`src/rtl/pwm_demod.sv`:
```
// PWM duty decoder: measures high time of a 256-clk PWM line, reports N per period.
// Latency: valid/dout 1 clk after the pos-255 sample plus input-stage delay (1 clk, 2 clk with sync).
// Backpressure: none; valid/err are single-cycle pulses. Build macro: PWM_DEMOD_SYNC_EN selects 2-flop sync.
`timescale 1ns/1ps
module pwm_demod (
  input  logic       clk,
  input  logic       rst_n,
  input  logic       sin,
  output logic [7:0] dout,
  output logic       valid,
  output logic       locked,
  output logic       err
);

  typedef enum logic {SEARCH = 1'b0, MEASURE = 1'b1} state_t;

  state_t      state, state_nxt;
  logic [7:0]  pos, pos_nxt;
  logic [7:0]  hc, hc_nxt;
  logic [7:0]  dout_nxt;
  logic        valid_nxt, err_nxt, locked_nxt;
  logic        s;       // current sample from the input stage
  logic        s_vld;   // input stage holds a real sample (not a reset value)
  logic        s_d;     // previous sample
  logic        armed;   // a genuine low sample has been seen since reset
  logic        rise;
  logic [8:0]  hc_sum;

`ifdef PWM_DEMOD_SYNC_EN
  logic [1:0] sync_q;
  logic [1:0] vld_q;
  // Two-flop synchronizer, with a matching shift of "sample is real" flags
  always_ff @(posedge clk or negedge rst_n) begin
    if (!rst_n) begin
      sync_q <= 2'b00;
      vld_q  <= 2'b00;
    end else begin
      sync_q <= {sync_q[0], sin};
      vld_q  <= {vld_q[0], 1'b1};
    end
  end
  assign s     = sync_q[1];
  assign s_vld = vld_q[1];
`else
  logic sin_q;
  logic vld_q;
  // Single input register, with a flag marking the first real sample
  always_ff @(posedge clk or negedge rst_n) begin
    if (!rst_n) begin
      sin_q <= 1'b0;
      vld_q <= 1'b0;
    end else begin
      sin_q <= sin;
      vld_q <= 1'b1;
    end
  end
  assign s     = sin_q;
  assign s_vld = vld_q;
`endif

  // Previous-sample tracking; a line already high at reset release is not a rise
  // until it has been sampled low, so rise detection is armed by a real low sample.
  always_ff @(posedge clk or negedge rst_n) begin
    if (!rst_n) begin
      s_d   <= 1'b0;
      armed <= 1'b0;
    end else begin
      s_d <= s;
      if (s_vld && !s) armed <= 1'b1;
    end
  end

  assign rise   = armed & s & ~s_d;
  assign hc_sum = {1'b0, hc} + {8'd0, s};

  // Next-state and output decode; pos/hc describe the sample about to be taken
  always_comb begin
    state_nxt  = state;
    pos_nxt    = pos;
    hc_nxt     = hc;
    dout_nxt   = dout;
    valid_nxt  = 1'b0;
    err_nxt    = 1'b0;
    locked_nxt = locked;
    case (state)
      SEARCH: begin
        if (rise) begin
          state_nxt = MEASURE;
          pos_nxt   = 8'd1;
          hc_nxt    = 8'd1;
        end
      end
      MEASURE: begin
        if (rise && pos != 8'd0) begin
          // Edge in the wrong place: drop the window and resync on this edge
          err_nxt    = 1'b1;
          locked_nxt = 1'b0;
          pos_nxt    = 8'd1;
          hc_nxt     = 8'd1;
        end else if (pos == 8'd255) begin
          // Window complete; a carry out means all 256 samples were high
          dout_nxt   = hc_sum[8] ? 8'hFF : hc_sum[7:0];
          valid_nxt  = 1'b1;
          err_nxt    = hc_sum[8];
          locked_nxt = 1'b1;
          pos_nxt    = 8'd0;
          hc_nxt     = 8'd0;
        end else begin
          pos_nxt = pos + 8'd1;
          hc_nxt  = hc_sum[8] ? 8'hFF : hc_sum[7:0];
        end
      end
      default: state_nxt = SEARCH;
    endcase
  end

  // State and output registers
  always_ff @(posedge clk or negedge rst_n) begin
    if (!rst_n) begin
      state  <= SEARCH;
      pos    <= 8'd0;
      hc     <= 8'd0;
      dout   <= 8'd0;
      valid  <= 1'b0;
      err    <= 1'b0;
      locked <= 1'b0;
    end else begin
      state  <= state_nxt;
      pos    <= pos_nxt;
      hc     <= hc_nxt;
      dout   <= dout_nxt;
      valid  <= valid_nxt;
      err    <= err_nxt;
      locked <= locked_nxt;
    end
  end

endmodule

```
`config.mk`:
```
export PLATFORM = sky130hd
export DESIGN_NAME = pwm_demod
export DESIGN_NICKNAME = d
export VERILOG_FILES = /design/src/rtl/pwm_demod.sv
export SDC_FILE = /design/constraint.sdc
export NUM_CORES = 1
export LEC_CHECK = 0
export BUFFER_PORTS_ARGS = -buffer_cell sky130_fd_sc_hd__buf_2
export CORE_ASPECT_RATIO = 1.4
export CORE_MARGIN = 3
export CORE_UTILIZATION = 38
export CTS_CLUSTER_DIAMETER = 120
export CTS_CLUSTER_SIZE = 30
export DETAILED_ROUTE_END_ITERATION = 7
export HOLD_SLACK_MARGIN = 0.15
export PLACE_DENSITY = 0.6
export SLEW_MARGIN = 15
export SYNTH_ARGS = -nofsm -noshare
export SYNTH_HDL_FRONTEND = slang
export SYNTH_SLANG_ARGS = --single-unit
```
`constraint.sdc`:
```
create_clock -name clk -period 1.8 [get_ports clk]
set_clock_uncertainty 0.05 [all_clocks]
set_input_delay 0.27 -clock clk [delete_from_list [all_inputs] [get_ports clk]]
set_output_delay 0.27 -clock clk [all_outputs]
set_load 0.005 [all_outputs]
```
==> results of run 1 <==
==> layout make-up <==
class | instances | area share, %
well taps | 43 | 2.43
multi-input cells | 112 | 37.2
inverters | 8 | 1.36
clock inverters | 1 | 1.36
flip-flops and latches | 32 | 36.2
repair buffers | 49 | 17.1
clock buffers | 7 | 4.36
==> sequential cells by signal (all words and copies together) (netlist names) <==
name	cells
err	1
pos	8
armed	1
dout	8
s_vld	1
state	1
s_d	1
locked	1
s	1
valid	1
hc	8
==> layout by cell type, fill, tap and decap left out, types with 4 or more instances in the layout <==
cell type	instances
nand2_1	10
inv_1	6
nand4_1	4
nor2b_1	4
a21oi_1	10
dfrtp_1	32
nand3_1	5
buf_2	13
nor2_1	6
o21ai_1	8
buf_4	30
o21ai_0	5
clkbuf_8	7
a31oi_1	7
==> power breakdown <==
group	internal, mW	switching, mW
combinational	0.429	0.352
clock	0.488	0.261
sequential	0.813	0.100
total	1.73	0.713
==> Yosys cell counts (all sizes together) (2+ instances only) <==
cell / number / area share [%]
a21o: 3 / 1.4
nor3: 2 / 0.63
nor4: 2 / 0.79
nor4b: 2 / 1.9
a31oi: 8 / 3.2
nand3: 6 / 2.2
nand2b: 2 / 0.79
mux2: 2 / 1.4
buf: 2 / 1.0
nand4: 4 / 1.6
and2: 2 / 0.79
nand2: 11 / 2.6
dfrtp: 32 / 51
or4: 2 / 0.95
clkbuf: 3 / 0.71
o21a: 2 / 0.95
or3: 2 / 0.79
ha: 4 / 3.2
a21oi: 11 / 3.5
and3: 3 / 1.2
o21ai: 13 / 4.1
a22o: 4 / 2.2
o22ai: 2 / 0.79
o31ai: 3 / 1.4
nor2b: 4 / 1.6
inv: 8 / 1.9
nor2: 8 / 2.4
==> routing by layer <==
| metal | vias up | global-route usage [%] | part of all wire, % |
|---|---|---|---|
| met2 | 42 | 34.2 | 55 |
| met4 | 0 | 9.54 | 3.4 |
| met3 | 13 | 3.42 | 3.8 |
| li1 | 684 | - | - |
| met1 | 733 | 19.5 | 38 |
| met5 | - | 0 | 0 |
==> how the worst min path moves through the flow <==
stage | cells past startpoint | start | slack, ns | end
floorplan | 0 | rst_n | -0.08 | armed
global placement | 1 | rst_n | 0.31 | err
detailed placement | 1 | rst_n | 0.31 | err
CTS | 1 | s_vld | 0.42 | armed
global route | 1 | s_vld | 0.43 | armed
finish | 1 | s_vld | 0.42 | armed
==> kinds of logic (layout without fill, tap and decap cells) <==
kind of cell    after synthesis  count (layout)  share of synthesized area, %
simple gates                 53              53                          19.6
compound gates               50              50                          20.1
flops                        32              32                          50.6
buf+inv                      13              65                          3.64
fa+ha+maj                     4               4                          3.16
mux                           3               3                          2.06
other cells                   1               1                         0.237
xor+xnor                      1               1                         0.554
==> critical path, stage by stage, from the launching register on <==
cell and delay, ns:
dfrtp_1 0.38, ha_2 0.21, ha_4 0.17, and3_4 0.17, and2_4 0.13, or4_4 0.49
o21a_1 0.11
==> repair_timing <==
item | 4_1_cts | 5_1_grt
hold buffers | 2 | 0
gates resized for setup | 1 | 21
hold endpoints to repair | 33 | 0
setup buffers | 0 | 3
gates cloned | 0 | 1
setup endpoints to repair | 7 | 13
pin swaps | 0 | 1
==> metrics.md, run 1 <==
| Metric | Value |
|---|---|
| Setup ws final | -0.0204 ns |
| Vias | around 1500 |
| Number of library cell types mapped by synthesis | between 40 and 50 |
| R2R Path End | dout[0] |
| Syn avg cell area | just over 10 µm² |
| Die Ht | roughly 80 µm |
| Maxcap violations | 0 |
| Synthesized area | 1580 µm² |
| Dpl cells | 238 |
| TritonCTS clock tree | built |
| Slack of the worst reg-to-reg path | -0.02 ns |
| Fillers | about 350 |
| Share of cells above drive strength 1 | 37.8% |
| TNS Setup | -0.0204 ns |
| Pwr dens | 1100 nW/µm² |
| FF-to-FF Start | s |
| Startpoint types | flip-flop |
| Max IR drop VDD | 0.729 mV |
| Post-DP HPWL | between 2 and 3 mm |
| Vias in the first global route | 1517 |
| Chip width | 60.5 µm |
| Hold Fails Final Rpt | 0 |
| R2R cell count | 6 |
| Post-route cell area | roughly 2200 µm² |
| First-pass DRT Iterations | 4 |
| Post-synth EDFFs | 0 |
| Clock transition at the registers of the reported paths | approximately 0.07 ns |
| Pre-CTS setup slack | -0.0465 ns |
| Hold slack | 0.416 ns |
| Final slew viol count | 0 |
| # clock sinks | 32 |
| Port Buf Inserts | 13 |
| Outcome | finished with violations |
| Period utilisation layout | 101% |
| Worst path required time | approximately 1.9 ns |
| Multi-input logic area | about 820 µm² |
| Nets | approximately 220 |
| CP endpoint kind | flip-flop |
| Placement Rows | 27 |
| Ports | 14 |
| Slew @ Worst Pin | 0.713 ns |
| Setup violators final | 1 |
| Antenna violations before repair | 0 |
| Clock root buffer | clkbuf_8 |
| Hold Path Class | reg -> reg |
| RePlAce Congestion | 0.898 |
| Antenna fix cells | 0 |
| Routed len/inst | about 17 µm |
| Syn Nets | 164 |
| Slew headroom | 52.5% |
| Die ar. | 4980 µm² |
| Seq/Total Area, Yosys | between 50% and 60% |
| Seq. cell area | ~800 µm² |
| CTS H-Tree Depth | 2 |
| Antenna Nets Post-Route | 0 |
| Tot GR Track Use | 18.5% |
| Crit-path max FO | 2 |
| #FFs+latches synth | 32 |
| Pin count of the biggest net entering global routing | 33 |
| Worst EP arrival | 1.94 ns |
| Synth-to-Final Area Change | 39.9% |
| Placement-stage cell area | 1930 µm² |
| Total power | 2.44 mW |
| Cts bufs inserted | 5 |
| Synth Flop Type | dfrtp_1 |
| Violated checks | setup timing |
| Post-route DRC violation count | 0 |
| DRT Wirelength | 4.24 mm |
| Min cycle time layout | 1.82 ns |
| First-pass GRT wire length | a little under 7 mm |
| Worst skew pair latency | 0.28 ns |
| Crit path from | s |
| Initial core utilization | between 30% and 40% |
| Core region area | about 4000 µm² |
| Grt ovf | 0 |
| Finished Layout Cells | roughly 250 |
| Synth warnings | 0 |
| DR iter-0 viols | 47 |
| FMAX | 549 MHz |
| Cell count after synthesis | 157 |
| Finished Core Util | 55.5% |
| WS Path Type | reg -> reg |
| Critical Path Sink | dout[0] |
| Clock Tree Buf Depth | 2 |
| Pleak | 1.06 nW |
| RSZ-0062 raised after global routing | yes |
| Share of flip-flops with an asynchronous set or reset | 100% |
| Vias per std cell | between 5 and 6 |
Note: power is estimated with default switching activity, not from simulation.
==> run 2: changes to the inputs <==
SETUP_SLACK_MARGIN = 0.15   (was not set)
==> metrics.md, run 2 (synthesis gave the netlist of run 1 again) <==
| Metric | Value |
|---|---|
| RSZ-0062 raised after global routing | yes |
| DRT Wirelength | approximately 4.6 mm |
| Nets | about 220 |
| Antenna violations before repair | 0 |
| First-pass DRT Iterations | 4 |
| Synth-to-Final Area Change | 53.7% |
| Grt ovf | 0 |
| Pwr dens | 1000 nW/µm² |
| Final slew viol count | 0 |
| Max IR drop VDD | 0.622 mV |
| CP endpoint kind | flip-flop |
| Biggest regs | dout x8, hc x8, pos x8 |
| Commonest non-fill, non-tap cell in the layout | dfrtp_1 |
| Vias per std cell | 5.81 |
| Slew headroom | slightly above 50% |
| Cts bufs inserted | 5 |
| Initial core utilization | 39.7% |
| Antenna Nets Post-Route | 0 |
| Outcome | finished with violations |
| WS Path Type | reg -> reg |
| Maxcap violations | 0 |
| Wire length on met3 | 202 µm |
| Core region area | 3990 µm² |
| Clock root buffer | clkbuf_8 |
| Vias | 1481 |
| Dpl cells | 234 |
| RePlAce Congestion | 0.870 |
| Most frequent cells in the layout | 32 x dfrtp_1, 28 x buf_4, 13 x buf_2 |
| Period utilisation layout | 101% |
| Min cycle time layout | roughly 1.8 ns |
| Ports | 14 |
| Tot GR Track Use | roughly a fifth |
| Post-route DRC violation count | 0 |
| Hold Path Class | reg -> reg |
| Pre-CTS setup slack | -0.0120 ns |
| Max layer used | met4 |
| # clock sinks | 32 |
| Setup ws final | -0.0103 ns |
| Startpoint types | flip-flop |
| Setup violators final | 1 |
| DR iter-0 viols | 42 |
| Fillers | ~310 |
| Pleak | 1.10 nW |
| Slew @ Worst Pin | 0.722 ns |
| Met2 routed wirelength | 2.51 mm |
| Finished Layout Cells | 255 |
| Hold Fails Final Rpt | 0 |
| Share of cells above drive strength 1 | 49.1% |
| First-pass GRT wire length | ~7.3 mm |
| Pin count of the biggest net entering global routing | 33 |
| FMAX | 552 MHz |
| Antenna fix cells | 0 |
| Die ar. | 4980 µm² |
| Post-DP HPWL | 2.87 mm |
| Clock Tree Buf Depth | 2 |
| Worst path required time | between 1.5 and 2 ns |
| Chip width | 60.5 µm |
| Placement Rows | 27 |
| Vias in the first global route | roughly 1500 |
| TritonCTS clock tree | built |
| Worst EP arrival | approximately 1.9 ns |
| Die Ht | 82.3 µm |
| Violated checks | setup timing |
| Crit-path max FO | 2 |
| Routed len/inst | about 18 µm |
| DRT met1 WL | 1.77 mm |
| CTS H-Tree Depth | 2 |
| Port Buf Inserts | 13 |
| Worst skew pair latency | 0.29 ns |
| Clock transition at the registers of the reported paths | approximately 0.070 ns |
| Total power | 2.44 mW |
## run 2: cell types whose count changed in the layout (fill, tap and decap cells not counted), moves of 3 or more
| cell | delta |
|---|---|
| a21oi_1 | -4 |
| a31oi_1 | -6 |
| a31oi_4 | +6 |
| buf_6 | +4 |
| o21ai_2 | +3 |
## run 2: worst max-delay path, cell delays in order, from the launching register on
cell and delay [ns]:
dfrtp_1 0.39, ha_2 0.21, ha_4 0.16, and3_4 0.17, and2_4 0.13, or4_1 0.49, o21a_1 0.11
## run 2: final timing paths
path | start | to | slack [ns] | depth (start not counted)
setup / recovery | hc[0] | dout[0] | -0.01 | 6
max in group asynchronous | rst_n | dout[2] | 0.69 | 2
setup reg to reg | hc[0] | dout[0] | -0.01 | 6
hold / removal | s_vld | armed | 0.41 | 1
min in group asynchronous | rst_n | err | 0.54 | 2
hold reg to reg | s_vld | armed | 0.41 | 1
## run 2: final cells by class
type / count / area (µm²) / share of cell area, %
multi-input cells: 112 / 1020 / 42.1
flip-flops and latches: 32 / 801 / 32.9
repair buffers: 53 / 445 / 18.3
clock buffers: 6 / 72.6 / 2.99
well taps: 43 / 53.8 / 2.21
inverters: 8 / 30.0 / 1.24
clock inverters: 1 / 5.00 / 0.206
## run 2: what timing repair did
item | in CTS | in global routing
buffers inserted | 4 | 7
cloned | 1 | 0
resized for setup | 29 | 28
pin swaps | 12 | 15
hold buffers | 2 | 0
endpoints found under the setup margin | 21 | 25
endpoints found under the hold margin | 33 | 0
## run 2: report_power, final
group	internal [mW]	switching, mW	total [mW]
Clock	0.263	0.261	0.523
Combinational	0.550	0.438	0.987
Sequential	0.813	0.113	0.926
Total	1.63	0.811	2.44
## run 2: metrics by stage
stage               setup TNS [ns]  utilization, %  cell area (µm²)  hold WS, ns
finish                     -0.0103            61.0             2430        0.406
global route                -0.480            61.0             2430        0.443
CTS                        -0.0117            55.1             2200        0.413
detailed placement         -0.0120            48.0             1910        0.316
global placement                 0            48.0             1910        0.301
floorplan                  -0.0382               -             1620      -0.0756
## run 2: routing by layer
layer	up-vias	global-route usage, %
met5	-	0
met4	0	7.81
met3	11	4.82
met2	45	33.2
met1	734	23.7
li1	691	-
==> run 3: changes to the inputs <==
PLACE_DENSITY = 0.58   (was 0.6)
SLEW_MARGIN = 25   (was 15)
clock period = 2 ns   (was 1.8 ns; I/O delays follow)
==> metrics.md, run 3 (synthesis gave the netlist of run 1 again) <==
| Metric | Value |
|---|---|
| Antenna Nets Post-Route | 0 |
| Crit-path max FO | 8 |
| Hold Fails Final Rpt | 0 |
| Period utilisation layout | between 90% and 100% |
| Hold slack | 0.403 ns |
| Worst EP arrival | 1.96 ns |
| Crit path depth | 6 |
| # clock sinks | 32 |
| Cts bufs inserted | 5 |
| Vias per std cell | 5.77 |
| Worst skew pair latency | 0.28 ns |
| Maxcap violations | 0 |
| Slew @ Worst Pin | 0.719 ns |
| FMAX | 541 MHz |
| RSZ-0062 raised after global routing | yes |
| Most frequent cells in the layout | 32 x dfrtp_1, 13 x buf_2, 13 x buf_4 |
| TritonCTS clock tree | built |
| CTS H-Tree Depth | 2 |
| Chip width | 60.5 µm |
| RePlAce Congestion | 0.871 |
| Initial core utilization | 39.7% |
| Share of cells above drive strength 1 | 29.2% |
| Hold Path Class | reg -> reg |
| Max IR drop VDD | 0.486 mV |
| WS Path Type | reg -> reg |
| Worst path bufs/invs | 1 |
| Min cycle time layout | 1.85 ns |
| Core region area | 3990 µm² |
| First-pass GRT wire length | 6.51 mm |
| Final slew viol count | 0 |
| Pre-CTS setup slack | 0.0826 ns |
| Routed len/inst | between 15 and 20 µm |
| Slew headroom | 52.1% |
| Worst path required time | 2.11 ns |
| First-pass DRT Iterations | 4 |
| Worst Hold Depth | 1 |
| Post-DP HPWL | 2.64 mm |
| Vias | 1356 |
| CP endpoint kind | flip-flop |
| Grt ovf | 0 |
| Worst path slowest cell | a22oi_2 |
| Max incr delay on CP | 0.41 ns |
| Placement Rows | 27 |
| Outcome | complete, no violations |
| Pleak | between 0.9 and 1 nW |
| Clock transition at the registers of the reported paths | 0.07 ns |
| Clock Tree Buf Depth | 2 |
| Port Buf Inserts | 13 |
| Clock root buffer | clkbuf_8 |
| Die Ht | 82.3 µm |
| Total power | around 1.9 mW |
| R2R cell count | 6 |
| TNS Setup | 0 ns |
| DR iter-0 viols | 21 |
| Pwr dens | 936 nW/µm² |
| Startpoint types | flip-flop |
| Antenna fix cells | 0 |
| Biggest regs | dout x8, hc x8, pos x8 |
| Ports | 14 |
| CP delay by family, top | compound AO/OA/AOI/OAI gates |
| Post-route DRC violation count | 0 |
| Vias in the first global route | 1359 |
| DRT Wirelength | approximately 3.8 mm |
| Pin count of the biggest net entering global routing | 33 |
| Synth-to-Final Area Change | 26.6% |
| Nets | roughly 200 |
| Tot GR Track Use | 17.6% |
| Finished Core Util | 50.2% |
| Setup violators final | 0 |
| Die ar. | 4980 µm² |
| Commonest non-fill, non-tap cell in the layout | dfrtp_1 |
| Setup ws final | 0.150 ns |
| Antenna violations before repair | 0 |
| Cell Chain, Critical Path | inv_2 > ha_1 > nor4b_4 > a22oi_2 > nor2_2 > a221o_1 |
-- run 3: metal layers --
metal / part of all wire (%) / up-vias / global-route usage (%)
met2: 53 / 31 / 31.6
met5: 0 / - / 0
li1: - / 646 / -
met1: 42 / 672 / 20.4
met4: 1.7 / 0 / 6.51
met3: 3.1 / 7 / 3.27
-- run 3: repair_timing --
action                                  4_1_cts  5_1_grt
pin swaps                                     2        3
setup buffers                                 5        3
endpoints found under the setup margin        9       20
hold endpoints to repair                     33        0
hold buffers                                  2        0
gates resized for setup                       4        9
-- run 3: cell type report --
type / instances / area, µm²
fillers: 363 / 1980
flip-flops and latches: 32 / 801
multi-input cells: 112 / 788
repair buffers: 32 / 236
clock buffers: 6 / 82.6
well taps: 43 / 53.8
inverters: 8 / 30.0
clock inverters: 2 / 10.0
-- run 3: final timing paths --
path | from | end | slack (ns)
max | pos[0] | pos[7] | 0.15
min | s_vld | armed | 0.40
max reg2reg | pos[0] | pos[7] | 0.15
min reg2reg | s_vld | armed | 0.40
max in group asynchronous | rst_n | dout[4] | 0.87
min in group asynchronous | rst_n | s_vld | 0.56
-- run 3: where the power goes --
part / total, mW / internal (mW) / switching (mW)
combinational: 0.505 / 0.260 / 0.245
sequential: 0.855 / 0.731 / 0.124
clock: 0.514 / 0.274 / 0.240
-- run 3: metrics by stage --
step	cells	instance area, µm²
final	235	2000
after global routing	235	2000
after CTS	232	1950
after detailed placement	217	1780
after global placement	217	1780
after floorplan	157	1600
-- run 3: worst register-to-register path, delay by kind of cell, from the launching register on --
family	cells	cell delay (ns)
AOI/OAI and AO/OA	2	0.73
adders and majority gates	1	0.20
DFF	1	0.39
buffers and inverters	1	0.07
and+or+nand+nor	2	0.29
